[config.mk]
export PLATFORM = sky130hd
export DESIGN_NAME = pc_sequencer
export DESIGN_NICKNAME = d
export VERILOG_FILES = /design/src/rtl/pc_sequencer.sv
export SDC_FILE = /design/constraint.sdc
export NUM_CORES = 1
export LEC_CHECK = 0
export ABC_AREA = 1
export CELL_PAD_IN_SITES_DETAIL_PLACEMENT = 0
export CELL_PAD_IN_SITES_GLOBAL_PLACEMENT = 2
export CORE_ASPECT_RATIO = 0.7
export CORE_UTILIZATION = 33
export DETAILED_ROUTE_END_ITERATION = 16
export HOLD_SLACK_MARGIN = 0.08
export PLACE_DENSITY_LB_ADDON = 0.1
export SLEW_MARGIN = 25
export SYNTH_ARGS = -nofsm -noshare
export SYNTH_HDL_FRONTEND = slang
export SYNTH_SLANG_ARGS = --single-unit
[constraint.sdc]
create_clock -name clk -period 2.9 [get_ports clk]
set_input_delay 0.58 -clock clk [delete_from_list [all_inputs] [get_ports clk]]
set_output_delay 0.58 -clock clk [all_outputs]
set_load 0.1 [all_outputs]
[src/rtl/pc_sequencer.sv]
// Program-counter sequencer: sequential/branch/jump/call/return PC update
// with a small return-address stack and a sticky RUN -> HALT state.
module pc_sequencer #(
    parameter int unsigned PC_WIDTH  = 12,
    parameter int unsigned IMM_WIDTH = 8,
    parameter int unsigned RAS_DEPTH = 4,
    parameter int unsigned RESET_PC  = 0
) (
    input  logic                         clk,
    input  logic                         reset,
    input  logic                         stall,
    input  logic                         halt_req,
    input  logic                         branch_en,
    input  logic                         zero,
    input  logic [IMM_WIDTH-1:0]         imm,
    input  logic                         jump_en,
    input  logic                         call_en,
    input  logic                         ret_en,
    input  logic [PC_WIDTH-1:0]          jump_target,
    output logic [PC_WIDTH-1:0]          pc,
    output logic                         halted,
    output logic [$clog2(RAS_DEPTH):0]   ras_count,
    output logic                         ras_overflow,
    output logic                         ras_underflow
);

    localparam int unsigned PTR_W = $clog2(RAS_DEPTH);
    localparam int unsigned CNT_W = PTR_W + 1;

    typedef enum logic {
        ST_RUN  = 1'b0,
        ST_HALT = 1'b1
    } state_t;

    state_t                       state_q;
    state_t                       state_d;
    logic [PC_WIDTH-1:0]          pc_d;
    logic [PC_WIDTH-1:0]          pc_inc;
    logic [PC_WIDTH-1:0]          branch_tgt;
    logic [CNT_W-1:0]             cnt_d;
    logic                         ovf_d;
    logic                         unf_d;
    logic                         push;
    logic                         advance;
    logic                         stack_full;
    logic                         stack_empty;
    logic [PTR_W-1:0]             push_idx;
    logic [PTR_W-1:0]             top_idx;
    logic signed [IMM_WIDTH-1:0]  imm_s;
    logic [PC_WIDTH-1:0]          ras_mem [RAS_DEPTH];

    assign imm_s       = imm;
    assign pc_inc      = pc + PC_WIDTH'(1);
    assign branch_tgt  = pc + PC_WIDTH'(imm_s);
    assign stack_full  = (ras_count == CNT_W'(RAS_DEPTH));
    assign stack_empty = (ras_count == '0);
    assign push_idx    = PTR_W'(ras_count);
    assign top_idx     = PTR_W'(ras_count - CNT_W'(1));
    assign halted      = (state_q == ST_HALT);

    // State register: reset always returns to RUN.
    always_ff @(posedge clk) begin
        if (reset) begin
            state_q <= ST_RUN;
        end else begin
            state_q <= state_d;
        end
    end

    // Next state: halt_req moves RUN to HALT; HALT only leaves via reset.
    always_comb begin
        state_d = state_q;
        if (state_q == ST_RUN && halt_req) begin
            state_d = ST_HALT;
        end
    end

    // Action decode: priority ret > call > jump > taken branch > sequential.
    always_comb begin
        pc_d    = pc;
        cnt_d   = ras_count;
        ovf_d   = ras_overflow;
        unf_d   = ras_underflow;
        push    = 1'b0;
        advance = (state_q == ST_RUN) && !halt_req && !stall;
        if (advance) begin
            if (ret_en) begin
                if (stack_empty) begin
                    pc_d  = pc_inc;
                    unf_d = 1'b1;
                end else begin
                    pc_d  = ras_mem[top_idx];
                    cnt_d = ras_count - CNT_W'(1);
                end
            end else if (call_en) begin
                pc_d = jump_target;
                if (stack_full) begin
                    ovf_d = 1'b1;
                end else begin
                    push  = 1'b1;
                    cnt_d = ras_count + CNT_W'(1);
                end
            end else if (jump_en) begin
                pc_d = jump_target;
            end else if (branch_en && zero) begin
                pc_d = branch_tgt;
            end else begin
                pc_d = pc_inc;
            end
        end
    end

    // PC, stack depth and sticky flags.
    always_ff @(posedge clk) begin
        if (reset) begin
            pc            <= PC_WIDTH'(RESET_PC);
            ras_count     <= '0;
            ras_overflow  <= 1'b0;
            ras_underflow <= 1'b0;
        end else begin
            pc            <= pc_d;
            ras_count     <= cnt_d;
            ras_overflow  <= ovf_d;
            ras_underflow <= unf_d;
        end
    end

    // Stack storage is never cleared; ras_count alone marks valid entries.
    always_ff @(posedge clk) begin
        if (push && !reset) begin
            ras_mem[push_idx] <= pc_inc;
        end
    end

endmodule

After elaboration in Yosys (flattened, before gate mapping) --
Memories as Yosys holds them, arrays and structs flattened. Cells that the tools add are included.
Storage, ports and cells: register bits 18, memory bits (writable) 48, input bits 29, output and inout bits 18, word-level logic and storage cells 43, memories kept 1
Cells by class: add/sub/neg operators 4, equal/unequal tests 3, muxes and demuxes 15, bitwise operators 2, reductions and logical operators 13
Memory list:
- ras_mem | words 4, width 12, read ports 1, clocked after Yosys merged registers in 0, wr ports 1, RTL line 50 | logic [PC_WIDTH-1:0] ras_mem [RAS_DEPTH];
Operators with widths (count):
- 12-bit 2-to-1 mux | 5
- 12-bit by 1-bit adder with 12-bit output (second input constant) | 1
- 12-bit adder | 1
- 3-bit 2-to-1 mux | 4
- 4-bit AND reduction | 2
- 1-bit 2-to-1 mux | 6
- 1-bit logical AND | 5
- 2-bit inequality test (second input constant) | 2
- 3-bit by 1-bit adder with 3-bit output (second input constant) | 1
- 3-bit equality test (second input constant) | 1
- 1-bit zero test | 3
- 3-bit zero test | 1
- 3-bit AND reduction | 1
- 3-bit by 1-bit subtractor with 3-bit output (second input constant) | 1
- 1-bit inverter | 2
- 2-bit nonzero test | 1

Longest topological paths before layout --
Gate-level depths: netlist of run 1.
depth after elaboration 8, depth in mapped cells 14, gate-level depth less buffers 14

Worst setup path before layout of run 1 --
OpenSTA, ideal clock, no wires.
kind register to register, start reg ras_count[0], end mem ras_mem[1][0] (enable), arrival time 2501 ps, path slack 19 ps, stages on the path, launching flop included 8, cells stage by stage dfxtp_1 -> buf_4 -> inv_1 -> buf_2 -> ha_1 -> nand2_1 -> nand3_1 -> nor2_1
Between the ends: cells in the longest elaborated chain, start to end 8
RTL lines:
- start: declaration | RTL line 22 | output logic [$clog2(RAS_DEPTH):0] ras_count,
- start signal: assignment | RTL line 122 | ras_count <= cnt_d;
- 3-bit equality test | RTL line 55 | assign stack_full = (ras_count == CNT_W'(RAS_DEPTH));
- 1-bit 2-to-1 mux | RTL line 97 | if (stack_full) begin
- 1-bit 2-to-1 mux | RTL line 95 | end else if (call_en) begin
- 1-bit 2-to-1 mux | RTL line 87 | if (ret_en) begin
- 1-bit 2-to-1 mux | RTL line 86 | if (advance) begin
- 1-bit logical AND | RTL line 130 | if (push && !reset) begin
- 1-bit 2-to-1 mux | RTL line 130
- 1-bit 2-to-1 mux (implied by the code) | RTL line 131 | ras_mem[push_idx] <= pc_inc;
- end: declaration | RTL line 50
Parallel ways exist; a longest one is shown, timed or not.

Worst setup path in the final report of run 1 --
start in imm[0], end reg pc[8]
Between the ends: cells in the longest elaborated chain, start to end 5
RTL lines:
- start: declaration | RTL line 15 | input logic [IMM_WIDTH-1:0] imm,
- 12-bit adder | RTL line 54 | assign branch_tgt = pc + PC_WIDTH'(imm_s);
- 12-bit 2-to-1 mux | RTL line 105 | end else if (branch_en && zero) begin
- 12-bit 2-to-1 mux | RTL line 103 | end else if (jump_en) begin
- 12-bit 2-to-1 mux | RTL line 95
- 12-bit 2-to-1 mux | RTL line 87
- end signal: assignment | RTL line 116 | pc <= PC_WIDTH'(RESET_PC);
- end signal: assignment | RTL line 121 | pc <= pc_d;
- end: declaration | RTL line 20 | output logic [PC_WIDTH-1:0] pc,
Every way passes these cells. A chain may end at the register's enable or synchronous reset.

==> results of run 1 <==
==> state kept, by name, indices dropped and copies added, names as in the netlist <==
register / cells
ras_mem: 48
halted: 1
ras_underflow: 1
ras_overflow: 1
ras_count: 3
pc: 12
==> synth_stat cells, types with 4 or more instances <==
| cell | n |
|---|---|
| sky130_fd_sc_hd__nand2_1 | 129 |
| sky130_fd_sc_hd__nor2_1 | 59 |
| sky130_fd_sc_hd__inv_1 | 52 |
| sky130_fd_sc_hd__edfxtp_1 | 48 |
| sky130_fd_sc_hd__o21ai_0 | 48 |
| sky130_fd_sc_hd__nand3_1 | 28 |
| sky130_fd_sc_hd__a21oi_1 | 20 |
| sky130_fd_sc_hd__dfxtp_1 | 18 |
| sky130_fd_sc_hd__ha_1 | 17 |
| sky130_fd_sc_hd__o22ai_1 | 11 |
| sky130_fd_sc_hd__buf_2 | 10 |
| sky130_fd_sc_hd__nand4_1 | 5 |
| sky130_fd_sc_hd__xor2_1 | 5 |
| sky130_fd_sc_hd__buf_4 | 4 |
| sky130_fd_sc_hd__inv_2 | 4 |
| sky130_fd_sc_hd__nand2_2 | 4 |
| sky130_fd_sc_hd__nor2_2 | 4 |
| sky130_fd_sc_hd__nor3_1 | 4 |
| sky130_fd_sc_hd__o21ai_1 | 4 |
==> worst register-to-register path, delay by kind of cell (launching register included) <==
kind	cells	cell delay, ps
flip-flops	1	330
adder cells (fa/ha/maj)	2	610
AND/OR/NAND/NOR	8	780
AO/OA/AOI/OAI	1	50
buffers and inverters	2	260
==> per-layer routing <==
layer  vias to the layer above  global-route usage
met2                        93               0.300
met1                      1599               0.316
li1                       1812                   -
met3                         6              0.0394
met4                         0              0.0483
met5                         -                   0
==> power groups by stage <==
stage               registers (mW)  logic, mW  clock network [mW]
finish                        1.05      0.490                1.05
global route                  1.05      0.541                1.12
CTS                           1.05      0.493                1.08
detailed placement            1.07      0.491                   0
global placement              1.07      0.493                   0
floorplan                     1.16      0.230                   0
==> area by class of cell <==
cell class                      count  area [um^2]  share of cell area
Tap cell                          157          196              0.0395
Sequential cell                    66         1800               0.363
Clock inverter                      5         55.1              0.0111
Inverter                           57          214              0.0431
Timing Repair Buffer               67          586               0.118
Clock buffer                       11          233              0.0468
Multi-Input combinational cell    365         1880               0.379
==> metrics by stage <==
stage                     area [um^2]  worst slack, ps  instances  utilization  power, mW
after floorplan                  3990             19.0        505            -       1.39
after global placement           4680             48.6        712        0.399       1.56
after detailed placement         4680             83.5        712        0.399       1.56
after CTS                        4970              422        728        0.424       2.62
after global routing             4970              137        728        0.424       2.71
final                            4970              352        728        0.424       2.59
==> cells in the final DEF (no fill, tap or decap), types with 5 or more instances in the layout <==
master,count
sky130_fd_sc_hd__a21oi_1,20
sky130_fd_sc_hd__buf_4,38
sky130_fd_sc_hd__clkbuf_16,9
sky130_fd_sc_hd__clkdlybuf4s50_1,28
sky130_fd_sc_hd__dfxtp_1,18
sky130_fd_sc_hd__edfxtp_1,48
sky130_fd_sc_hd__ha_1,17
sky130_fd_sc_hd__inv_1,52
sky130_fd_sc_hd__nand2_1,129
sky130_fd_sc_hd__nand3_1,28
sky130_fd_sc_hd__nand4_1,5
sky130_fd_sc_hd__nor2_1,59
sky130_fd_sc_hd__o21ai_0,48
sky130_fd_sc_hd__o22ai_1,11
sky130_fd_sc_hd__xor2_1,5
==> worst min-delay path by stage <==
| stage | startpoint | to | slack, ps | depth (start not counted) |
|---|---|---|---|---|
| finish | ras_overflow$_SDFFE_PP0P_ | ras_overflow$_SDFFE_PP0P_ | 480 | 2 |
| global route | ras_overflow$_SDFFE_PP0P_ | ras_overflow$_SDFFE_PP0P_ | 510 | 2 |
| CTS | ras_overflow$_SDFFE_PP0P_ | ras_overflow$_SDFFE_PP0P_ | 490 | 2 |
| detailed placement | ras_overflow$_SDFFE_PP0P_ | ras_overflow$_SDFFE_PP0P_ | 460 | 2 |
| global placement | ras_overflow$_SDFFE_PP0P_ | ras_overflow$_SDFFE_PP0P_ | 460 | 2 |
| floorplan | ras_mem[1][4]$_DFFE_PP_ | pc[4]$_SDFFE_PP0P_ | 630 | 4 |
==> cell families (layout without fill, tap and decap cells) <==
kind of cell | Yosys count | in the layout | synth area share
AND/OR/NAND/NOR | 243 | 243 | 0.259
AO/OA/AOI/OAI | 97 | 97 | 0.136
buffers and inverters | 74 | 140 | 0.0766
flip-flops | 66 | 66 | 0.452
adder cells (fa/ha/maj) | 18 | 18 | 0.0584
XOR/XNOR | 7 | 7 | 0.0173
==> out/summary.log, run 1 <==
[route] wl on met1 6.42 mm
[logic_synthesis] Post-synth EDFFs 48
[setup_path] number of cells traversed by the worst register-to-register path 13
[setup_path] Worst Setup Path Type input port to register
[clock_network] clock tree from TritonCTS done
[logic_synthesis] predominant post-synthesis flop cell sky130_fd_sc_hd__edfxtp_1
[layout] area delta synth->final 24.7%
[route] number of vias per cell 4.82
[power] switching power total 0.737 mW
[floorplanning] Die Width 133 um
[route] drt first-iter violations 294
[timing] final worst-path cycle share 0.879
[floorplanning] core footprint 11,700 um^2
[route] Final ANT Viol Nets 0
[global_routing] largest net degree at the start of global routing 31
[timing] Final Hold Slack 480 ps
[clock_network] number of setup buffers added after CTS 0
[setup_path] count of buffering cells on the critical path with inverters included 3
[timing] RSZ-0062 raised after global routing false
[run_status] result of the run finished, final reports clean
[logic_synthesis] dominant cell type by area after synthesis sky130_fd_sc_hd__edfxtp_1
[layout] fill cell instance count of the final layout 1,205
[timing] Hold Vio Cnt, Final 0
[logic_synthesis] number of synthesized register bits 66
[setup_path] setup slack of the most critical reg-to-reg path 760 ps
[clock_network] sinks on the clock net 66
[timing] transition time of the tightest slew-check pin 540 ps
[global_routing] antenna violations before repair 0
[logic_synthesis] cell area after technology mapping 3990 um^2
[clock_network] Post-CTS Resized 0
[route] uppermost signal routing layer after detailed routing met4
[setup_path] number of logic stages on the critical path including buffering 14
[clock_network] Max clock buf depth 2
[place] hpwl dp 9.10 mm
[setup_path] worst setup path startpoint imm[0]
[power] VDD IR max 0.270 mV
[global_routing] remaining global-route overflow 0
[logic_synthesis] Cells after Synth 505
[route] Detail Route met3 WL 757 um
[power] leakage power summed over all cells 2.09 nW
[power] Pwr per Cell Area 521 nW/um^2
[timing] maximum clock rate 393 MHz
[logic_synthesis] post-synth top area share 0.362
[setup_path] critical path required time 3110 ps
[global_routing] wire length of the first global-routing pass 19.1 mm
[global_routing] number of global-route vias before repair 3,332
[setup_path] cell with the largest stage delay on the worst path sky130_fd_sc_hd__clkdlybuf4s50_1
[floorplanning] Die H 93.9 um
[logic_synthesis] warnings from Yosys 0
[clock_network] clock insertion delay at the later pin of the skew report 320 ps
[setup_path] endpoint type of the worst setup path register
[route] mean routed wirelength per cell 16.6 um
[setup_path] cell occurring most often along the worst timing path sky130_fd_sc_hd__nand2_1
[power] cell-internal power 1.85 mW
[route] length of routed met2 wiring 4.82 mm
[clock_network] root buffer selected by CTS sky130_fd_sc_hd__clkbuf_16
[place] RD Place Congestion 0.829
[global_routing] overall track demand over capacity in global routing 0.208
[flow_run] Max Cap Violations 0
[setup_path] kind of cell adding the most delay to the critical path simple AND/OR/NAND/NOR gates
[route] via count 3,510
[logic_synthesis] fraction of the yosys area taken by sequential cells 0.452
[clock_network] cts bufs inserted 9
[logic_synthesis] unique cell type count in the Yosys netlist 39
[logic_synthesis] ranking of synthesized cells by area sky130_fd_sc_hd__edfxtp_1 36%, sky130_fd_sc_hd__nand2_1 12%, sky130_fd_sc_hd__dfxtp_1 9.0%
[logic_synthesis] syn avg cell area 7.89 um^2
[power] clock network fraction of total power 0.406
[timing] number of failing setup endpoints in the final timing report 0
[place] Buffers on Ports 46
[setup_path] data arrival at the endpoint of the critical path 2750 ps
[setup_path] Worst R2R Start pc[0]$_SDFFE_PP0P_
[clock_network] hold bufs inserted after CTS 0
[layout] antenna fix cells 0
[setup_path] Worst Setup Start Kind input port
[logic_synthesis] Post-Syn Nets 552
[layout] proportion of layout cells with a drive suffix above 1 0.135
[setup_path] endpoint of the most critical register-to-register path pc[8]$_SDFFE_PP0P_
[timing] Setup Skew 7.45 ps
[timing] sum of negative setup slack 0 ps
[power] switching share of power 0.285
[setup_path] delay of the slowest cell on the worst path 480 ps
[layout] final net count 613
[route] drt first pass iters 5
[route] routed wire length 12.1 mm
[setup_path] worst-path cell chain clkdlybuf4s50_1, ha_1, inv_1, fa_1, inv_1, nand3_1, nand2_1, nand2_1, nand3_1, nand3_1, nand2_1, nand2_1, nand2_1, a21oi_1
[logic_synthesis] fraction of registers with async set or reset after synthesis 0
[floorplanning] IO Pins 47
[power] share of total power in combinational logic 0.190
[power] portion of total power attributed to sequential cells 0.405
[floorplanning] initial core utilization 0.340
[route] post-detailed-route DRC marker count 0
[timing] final critical path time including I/O delays and setup 2550 ps
[setup_path] critical path capture point pc[8]$_SDFFE_PP0P_
[worst_hold_path] worst min-delay path class register to register
[floorplanning] die outline area 12,500 um^2
[floorplanning] number of rows in the core area 33
[timing] count of pins over their slew limit 0
[setup_path] Critical Path Fanout Max 3
[clock_network] number of levels the H-tree was split into 3
[clock_network] clock slew at reported path FFs 50 ps
[timing] Slew Limit Headroom 0.640
(Power assumes the default switching activity.)
==> run 2, diff against run 1 <==
- CTS_CLUSTER_DIAMETER: unset -> 100
==> results of run 2 <==
Same layout as run 1: the final DEF is identical, and so are final timing and power.
==> run 3, diff against run 2 <==
- CORE_ASPECT_RATIO: 0.7 -> 0.6
==> out/summary.log, run 3 (synthesized netlist as in run 1, its figures left out) <==
[run_status] result of the run finished, final reports clean
[floorplanning] number of rows in the core area 30
[timing] transition time of the tightest slew-check pin 556 ps
[setup_path] cell with the largest stage delay on the worst path sky130_fd_sc_hd__clkdlybuf4s50_1
[place] RD Place Congestion 0.848
[flow_run] Max Cap Violations 0
[timing] worst setup margin 232 ps
[clock_network] cts bufs inserted 9
[layout] leading cell type in the layout, fill and taps excluded sky130_fd_sc_hd__nand2_1
[route] drt first-iter violations 273
[setup_path] setup slack of the most critical reg-to-reg path 650 ps
[route] post-detailed-route DRC marker count 0
[setup_path] worst setup path startpoint imm[0]
[layout] final cell count without fillers 730
[floorplanning] die outline area 12,500 um^2
[global_routing] overall track demand over capacity in global routing 0.216
[timing] maximum clock rate 375 MHz
[timing] Slew Limit Headroom 0.629
[global_routing] largest net degree at the start of global routing 31
[layout] fill cell instance count of the final layout 1,187
[place] Worst Setup Slack post-DPL -28.1 ps
[timing] Final Hold Slack 459 ps
[clock_network] number of setup buffers added after CTS 0
[power] VDD IR max 0.330 mV
[layout] area delta synth->final 23.8%
[layout] antenna fix cells 0
[layout] max FFs per register 48
[clock_network] Post-CTS Resized 0
[layout] commonest non-fill, non-tap cells in the layout 129 x sky130_fd_sc_hd__nand2_1, 59 x sky130_fd_sc_hd__nor2_1, 52 x sky130_fd_sc_hd__inv_1
[clock_network] root buffer selected by CTS sky130_fd_sc_hd__clkbuf_16
[place] Buffers on Ports 46
[global_routing] antenna violations before repair 0
[setup_path] number of cells traversed by the worst register-to-register path 13
[worst_hold_path] worst min-delay path class register to register
[clock_network] Max clock buf depth 2
[layout] largest register by flop count ras_mem
[place] hpwl dp 9.65 mm
[timing] RSZ-0062 raised after global routing false
[layout] largest registers ras_mem: 48 flops, pc: 12 flops, ras_count: 3 flops
[setup_path] worst-path cell chain clkdlybuf4s50_1, ha_1, inv_1, fa_1, inv_1, nand3_1, nand2_1, nand3_1, nand3_1, nand3_1, nand2_1, nand2_1, nand2_1, a21oi_1
[power] Pwr per Cell Area 514 nW/um^2
[route] drt first pass iters 5
[global_routing] remaining global-route overflow 0
[route] Final ANT Viol Nets 0
[floorplanning] core footprint 11,500 um^2
[setup_path] endpoint of the most critical register-to-register path pc[6]$_SDFFE_PP0P_
[floorplanning] Die H 87.1 um
[setup_path] Critical Path Fanout Max 3
[route] mean routed wirelength per cell 17.3 um
[clock_network] hold bufs inserted after CTS 0
[setup_path] data arrival at the endpoint of the critical path 2890 ps
[floorplanning] Die Width 144 um
[setup_path] Worst Setup Start Kind input port
[power] leakage power summed over all cells 2.07 nW
[timing] count of pins over their slew limit 0
[layout] final net count 612
[setup_path] delay of the slowest cell on the worst path 490 ps
[global_routing] number of global-route vias before repair 3,441
[route] via count 3,621
[clock_network] sinks on the clock net 66
[floorplanning] IO Pins 47
[timing] number of failing setup endpoints in the final timing report 0
[clock_network] number of levels the H-tree was split into 3
[global_routing] wire length of the first global-routing pass 19.5 mm
[layout] proportion of layout cells with a drive suffix above 1 0.137
[setup_path] critical path required time 3120 ps
[setup_path] Worst R2R Start pc[0]$_SDFFE_PP0P_
[setup_path] critical path capture point pc[6]$_SDFFE_PP0P_
[clock_network] clock slew at reported path FFs 60 ps
[setup_path] endpoint type of the worst setup path register
[clock_network] clock insertion delay at the later pin of the skew report 330 ps
[route] routed wire length 12.7 mm
[timing] final critical path time including I/O delays and setup 2670 ps
[route] number of vias per cell 4.96
[timing] Hold Vio Cnt, Final 0
[timing] final worst-path cycle share 0.920
[floorplanning] initial core utilization 0.346
[setup_path] Worst Setup Path Type input port to register
[place] instance count after placement with tap cells included 714
[timing] Setup Skew 7.53 ps
[clock_network] clock tree from TritonCTS done
## run 3: how the worst min path moves through the flow
stage	endpoint	start	cells past startpoint	slack (ps)
floorplan	pc[4]$_SDFFE_PP0P_	ras_mem[1][4]$_DFFE_PP_	4	630
global placement	ras_overflow$_SDFFE_PP0P_	ras_overflow$_SDFFE_PP0P_	2	450
detailed placement	ras_overflow$_SDFFE_PP0P_	ras_overflow$_SDFFE_PP0P_	2	460
CTS	ras_overflow$_SDFFE_PP0P_	ras_overflow$_SDFFE_PP0P_	2	470
global route	ras_overflow$_SDFFE_PP0P_	ras_overflow$_SDFFE_PP0P_	2	520
finish	ras_overflow$_SDFFE_PP0P_	ras_overflow$_SDFFE_PP0P_	2	460
## run 3: per-stage QoR
step / TNS [ps] / utilization / area [um^2] / power [mW]
after detailed placement: -35.4 / 0.405 / 4660 / 1.56
after global routing: 0 / 0.428 / 4930 / 2.64
final: 0 / 0.428 / 4930 / 2.54
after floorplan: 0 / - / 3990 / 1.39
after CTS: 0 / 0.428 / 4930 / 2.56
after global placement: -94.5 / 0.405 / 4660 / 1.56
## run 3: layout make-up
| cell class | count | area, um^2 | area share |
|---|---|---|---|
| multi-input cells | 365 | 1880 | 0.382 |
| flip-flops and latches | 66 | 1800 | 0.365 |
| repair buffers | 66 | 566 | 0.115 |
| clock buffers | 9 | 225 | 0.0456 |
| inverters | 57 | 214 | 0.0434 |
| well taps | 160 | 200 | 0.0406 |
| clock inverters | 7 | 45.0 | 0.00913 |
## run 3: where the power goes
group / switching, mW / leakage, nW / internal, mW / total [mW]
Sequential: 0.0227 / 0.590 / 1.03 / 1.05
Clock: 0.418 / 0.125 / 0.575 / 0.992
Combinational: 0.335 / 1.36 / 0.158 / 0.492
## run 3: metal layers
layer	vias to the layer above	track usage	wire, um
met5	-	0	0
met4	0	0.0406	48
met3	5	0.0385	632
met1	1713	0.351	7160
li1	1806	-	-
met2	97	0.287	4810
## run 3: worst max-delay path: cells and delay by family
family	cells	cell delay [ps]
compound gates	1	50
simple gates	8	790
buf+inv	3	770
fa+ha+maj	2	700
